### src/rtl/regfile_2r1w_if.sv
// rtl/regfile_2r1w_if.sv - write, read and debug signal bundle for regfile_2r1w
interface regfile_2r1w_if #(
    parameter int DATA_W = 32,
    parameter int ADDR_W = 5
);
    logic              we;
    logic [ADDR_W-1:0] waddr;
    logic [DATA_W-1:0] wdata;
    logic              re;
    logic [ADDR_W-1:0] ra1;
    logic [ADDR_W-1:0] ra2;
    logic [DATA_W-1:0] rd1;
    logic [DATA_W-1:0] rd2;
    logic              rvalid;
    logic [ADDR_W-1:0] dbg_addr;
    logic [DATA_W-1:0] dbg_data;

    modport master (
        output we, waddr, wdata, re, ra1, ra2, dbg_addr,
        input  rd1, rd2, rvalid, dbg_data
    );

    modport slave (
        input  we, waddr, wdata, re, ra1, ra2, dbg_addr,
        output rd1, rd2, rvalid, dbg_data
    );
endinterface

### src/rtl/regfile_2r1w.sv
// rtl/regfile_2r1w.sv - two-read one-write register file with bypass, zero register and optional registered read
module regfile_2r1w #(
    parameter int DATA_W   = 32,
    parameter int ADDR_W   = 5,
    parameter int ZERO_REG = 1,
    parameter int REG_OUT  = 0
) (
    input  logic           clk,
    input  logic           rst_n,
    regfile_2r1w_if.slave  rf
);
    localparam int DEPTH = 1 << ADDR_W;

    logic [DATA_W-1:0] mem [DEPTH];
    logic              wr_en;
    logic [DATA_W-1:0] rv1;
    logic [DATA_W-1:0] rv2;

    assign wr_en = rf.we && !((ZERO_REG != 0) && (rf.waddr == '0));

    always_ff @(posedge clk or negedge rst_n) begin
        if (!rst_n) begin
            for (int i = 0; i < DEPTH; i++) begin
                mem[i] <= '0;
            end
        end else if (wr_en) begin
            mem[rf.waddr] <= rf.wdata;
        end
    end

    // Later assignments win: the zero register overrides the write-through bypass.
    always_comb begin
        rv1 = mem[rf.ra1];
        if (rf.we && (rf.waddr == rf.ra1)) begin
            rv1 = rf.wdata;
        end
        if ((ZERO_REG != 0) && (rf.ra1 == '0)) begin
            rv1 = '0;
        end

        rv2 = mem[rf.ra2];
        if (rf.we && (rf.waddr == rf.ra2)) begin
            rv2 = rf.wdata;
        end
        if ((ZERO_REG != 0) && (rf.ra2 == '0)) begin
            rv2 = '0;
        end
    end

    assign rf.dbg_data = ((ZERO_REG != 0) && (rf.dbg_addr == '0)) ? '0 : mem[rf.dbg_addr];

    if (REG_OUT != 0) begin : g_reg_out
        logic [DATA_W-1:0] rd1_q;
        logic [DATA_W-1:0] rd2_q;
        logic              rvalid_q;

        always_ff @(posedge clk or negedge rst_n) begin
            if (!rst_n) begin
                rd1_q    <= '0;
                rd2_q    <= '0;
                rvalid_q <= 1'b0;
            end else begin
                rvalid_q <= rf.re;
                if (rf.re) begin
                    rd1_q <= rv1;
                    rd2_q <= rv2;
                end
            end
        end

        assign rf.rd1    = rd1_q;
        assign rf.rd2    = rd2_q;
        assign rf.rvalid = rvalid_q;
    end else begin : g_comb_out
        logic unused_re;
        assign unused_re = rf.re;

        assign rf.rd1    = rv1;
        assign rf.rd2    = rv2;
        assign rf.rvalid = 1'b1;
    end
endmodule

### src/flat_wrapper.sv
// flat-port wrapper written by rule: the top's interface ports become plain ports
module regfile_2r1w_flat 
#(
    parameter int DATA_W   = 32,
    parameter int ADDR_W   = 5,
    parameter int ZERO_REG = 1,
    parameter int REG_OUT  = 0
)
  (clk, rst_n, rf_we, rf_waddr, rf_wdata, rf_re, rf_ra1, rf_ra2, rf_dbg_addr, rf_rd1, rf_rd2, rf_rvalid, rf_dbg_data);
  regfile_2r1w_if #(.DATA_W(DATA_W), .ADDR_W(ADDR_W)) rf_i ();
  input  logic clk;
  input  logic rst_n;
  input wire logic [$bits(rf_i.we)-1:0] rf_we;
  input wire logic [$bits(rf_i.waddr)-1:0] rf_waddr;
  input wire logic [$bits(rf_i.wdata)-1:0] rf_wdata;
  input wire logic [$bits(rf_i.re)-1:0] rf_re;
  input wire logic [$bits(rf_i.ra1)-1:0] rf_ra1;
  input wire logic [$bits(rf_i.ra2)-1:0] rf_ra2;
  input wire logic [$bits(rf_i.dbg_addr)-1:0] rf_dbg_addr;
  output wire logic [$bits(rf_i.rd1)-1:0] rf_rd1;
  output wire logic [$bits(rf_i.rd2)-1:0] rf_rd2;
  output wire logic [$bits(rf_i.rvalid)-1:0] rf_rvalid;
  output wire logic [$bits(rf_i.dbg_data)-1:0] rf_dbg_data;
  assign rf_i.we = rf_we;
  assign rf_i.waddr = rf_waddr;
  assign rf_i.wdata = rf_wdata;
  assign rf_i.re = rf_re;
  assign rf_i.ra1 = rf_ra1;
  assign rf_i.ra2 = rf_ra2;
  assign rf_i.dbg_addr = rf_dbg_addr;
  assign rf_rd1 = rf_i.rd1;
  assign rf_rd2 = rf_i.rd2;
  assign rf_rvalid = rf_i.rvalid;
  assign rf_dbg_data = rf_i.dbg_data;
  regfile_2r1w #(.DATA_W(DATA_W), .ADDR_W(ADDR_W), .ZERO_REG(ZERO_REG), .REG_OUT(REG_OUT)) u_core (.clk(clk), .rst_n(rst_n), .rf(rf_i));
endmodule
### config.mk
export PLATFORM = sky130hd
export DESIGN_NAME = regfile_2r1w_flat
export DESIGN_NICKNAME = d
export VERILOG_FILES = /design/src/rtl/regfile_2r1w_if.sv /design/src/rtl/regfile_2r1w.sv /design/src/flat_wrapper.sv
export SDC_FILE = /design/constraint.sdc
export NUM_CORES = 2
export LEC_CHECK = 0
export BUFFER_PORTS_ARGS = -buffer_cell sky130_fd_sc_hd__buf_4
export CAP_MARGIN = 20
export CORE_ASPECT_RATIO = 1.75
export CORE_MARGIN = 2
export CORE_UTILIZATION = 45
export CTS_CLUSTER_SIZE = 30
export DETAILED_ROUTE_END_ITERATION = 6
export PLACE_DENSITY = 0.7
export SYNTH_ARGS = -nofsm -noshare
export SYNTH_HDL_FRONTEND = slang
export SYNTH_SLANG_ARGS = --single-unit
### constraint.sdc
create_clock -name clk -period 3.2 [get_ports clk]
set_clock_uncertainty 0.15 [all_clocks]
set_input_delay 0.32 -clock clk [delete_from_list [all_inputs] [get_ports clk]]
set_output_delay 0.32 -clock clk [all_outputs]
set_load 0.01 [all_outputs]
==> results.md <==
* DRT antenna net count at 0
* Post-synthesis adder-cell area fraction at 0%
* Cell with the most instances after synthesis: dfrtp_1
* Post-synth ARST share at 100%
* Post-layout total power at just over 40 mW
* Root Driver: clkbuf_16
* # IOs at about 150
* Status: finished with violations
* Worst path required time at 2730 ps
* HP Class: input port to async pin
* Netlist Area Pre-Place at 63000 µm²
* Fin. Hold Viols at 0
* Largest Register: u_core.mem
* Layout fillers at between 10000 and 15000
* Max cap viols at 0
* WS Path Type: register to output pin
* Area leader, netlist: dfrtp_1
* Clock Path Buffers at 3
* Drt first pass iters at 7
* Pin count of the biggest net entering global routing at 100
* CP startpoint kind: register
* Number of global-route vias before repair at between 40000 and 50000
* Final setup fails at 0
* Synth unique cells at 53
* Worst-Skew Late Latency at 710 ps
* RSZ-0062 raised after global routing: true
* Area growth from synthesis to layout at 15.3%
* Crit path DAT at 2730 ps
* Total track usage at 33.4%
* Starting Density at 45.3%
* Setup crit end kind: output pin
* Slew headroom at 25.4%
* Primary FF master, synth: dfrtp_1
* Failing checks: DRC
* Final wirelength at ~240 mm
* CTS buffer count at 94
* Hold Slack at between 80 and 90 ps
* Total congestion overflow at 0
* 1st-iter DRT viols at 5455
* Registers with the most flip-flops: u_core.mem x1024
* Top cell type's share of synthesized area at 40.7%
* Die width at 287 µm
* Crit path from: u_core.mem[480]
* Synth Area in XOR/XNOR at 0.139%
* Buffers on Ports at 150
* H-tree depth at 3
* Final Cycle Share at 99.9%
* Yosys reg bits at 1024
* Synth Area in Simple Gates at 1.88%
* # rows at 181
* DR WL/cell at 37.4 µm
* Die Span Y at 499 µm
* Critical-path maximum fanout at 4
* LEAKAGE at 30.8 nW
* Share of cells above drive strength 1 at 56.0%
* Final core utilization at 52.2%
* Pre-CTS WS at -337 ps
* Compound-gate portion of the synthesized area at 5.22%
* Gpl congestion at 0.938
* Most frequent CP cell: mux4_2
* Clk sink count at 1024
* Delay-heaviest family, CP: multiplexers
* Syn_area_per_cell at around 15 µm²
* Setup ws final at 2.28 ps
* Setup TNS at 0 ps
* Hpwl dp at 155 mm
* Crit path largest cell delay at 500 ps
* Worst-Margin Slew at 1120 ps
* Clock-pin slew on the worst setup and hold paths at 70 ps
* Vias/cell at 7.20
* CTS tree: yes
* Via count at between 40000 and 50000
* Minimum clock period at 3200 ps
* Number of enable flip-flop cells after synthesis at 0
* Crit-path slowest cell: mux4_2
* First-pass GRT wire length at between 300 and 400 mm
* Peak supply drop at 376 µV
* Max Fclk at 0.313 GHz
* Ranking of synthesized cells by area: dfrtp_1 41%, mux4_2 26%, mux2_2 18%
* CP Cell Sequence: mux4_2, mux4_2, a221o_2, buf_6
* Syn Nets at between 4000 and 5000
* Yosys warns at 0
* DRC Markers at 1
* Largest family of logic cells by synthesized area: multiplexers
* Largest register FFs at approximately 1000
* Core area at ~140000 µm²
* Post-synthesis sequential area ratio at 40.7%
* Power density over cell area at 567 nW/µm²
* Die area at about 140000 µm²
* RR Startpoint: u_core.mem[346]
* Post-synth top cells: 1024 x dfrtp_1, 1015 x mux2_2, 733 x mux4_2
* Nets at 4527
* Mapped Cells at 4292
* Final Max Tran Viols at 0
* Initial antenna violation count at 15
* Mux share of post-synthesis cell area at 48.2%
* Buf+Inv Stages, Crit Path at 1
==> kinds of logic (layout without fill, tap and decap cells) <==
| kind of cell | Yosys count | count (layout) |
|---|---|---|
| xor+xnor | 10 | 10 |
| mux | 1991 | 1991 |
| other cells | 1 | 5 |
| compound gates | 456 | 456 |
| flops | 1024 | 1024 |
| simple gates | 248 | 248 |
| buf+inv | 562 | 815 |
==> report_power, final <==
group	switching (mW)	internal, mW	leakage (nW)
clock network	5.33	6.69	1.58
registers	2.53	15.4	13.1
logic	4.60	6.63	16.1
==> timing repair <==
| action | in CTS | in global routing |
|---|---|---|
| endpoints found under the hold margin | 1008 | 0 |
| gates resized for setup | 32 | 25 |
| setup buffers | 0 | 2 |
| hold buffers | 33 | 0 |
| gates cloned | 0 | 0 |
| endpoints found under the setup margin | 21 | 24 |
| pin swaps | 1 | 6 |
==> worst reg2reg max path, delay by kind of cell, from the launching register on <==
kind	cells	cell delay (ps)
buffers and inverters	1	150
DFF	1	420
muxes	1	260
==> metrics by stage <==
step | cells | area, µm²
after floorplan | 4292 | 63000
after global placement | 6168 | 68800
after detailed placement | 6170 | 68900
after CTS | 6373 | 72500
after global routing | 6376 | 72600
final | 6379 | 72600
==> per-layer routing <==
layer | wire [µm] | track usage, % | vias to the layer above
met1 | 81600 | 40.2 | 24200
met3 | 24100 | 7.82 | 1073
met2 | 109000 | 51.5 | 3204
met4 | 23400 | 26.7 | 20
met5 | 119 | 0 | -
li1 | - | - | 17400
==> path summary, 6_finish.rpt <==
check | slack, ps | depth (start not counted) | to
setup / recovery | 2 | 4 | rf_rd1[0]
hold / removal | 90 | 2 | u_core.mem[975]
setup reg to reg | 2100 | 2 | u_core.mem[346]
hold reg to reg | 270 | 0 | u_core.mem[1004]
max in group asynchronous | 1750 | 3 | u_core.mem[44]
min in group clk | 170 | 5 | u_core.mem[811]
==> layout make-up <==
cell class | instances | area (µm²) | share of cell area, %
clock inverter | 33 | 390 | 0.538
antenna | 4 | 10.0 | 0.0138
multi-input combinational | 2706 | 35400 | 48.8
timing repair buffer | 592 | 5870 | 8.09
tap | 1830 | 2290 | 3.15
clock buffer | 137 | 2790 | 3.84
sequential | 1024 | 25600 | 35.3
inverter | 53 | 199 | 0.274
==> cells in the final DEF (no fill, tap or decap), types with 11 or more instances in the layout <==
cell	count
buf_12	102
mux4_2	733
nand2_1	75
a22o_1	36
clkinv_2	18
nand3_1	19
nand2b_1	19
clkbuf_1	19
nand2_4	12
nor2_1	28
nor3_1	14
a31oi_1	16
a221oi_1	29
clkbuf_16	97
clkbuf_8	21
nor2b_1	12
nor2_4	21
a221o_1	37
mux2i_1	238
inv_1	51
a21oi_1	64
dlygate4sd3_1	33
o21ai_0	61
a22oi_1	98
dfrtp_1	1024
buf_4	447
a211oi_1	16
o21ai_1	11
mux2_2	1015
No activity file was read; power rests on OpenSTA's default activity.
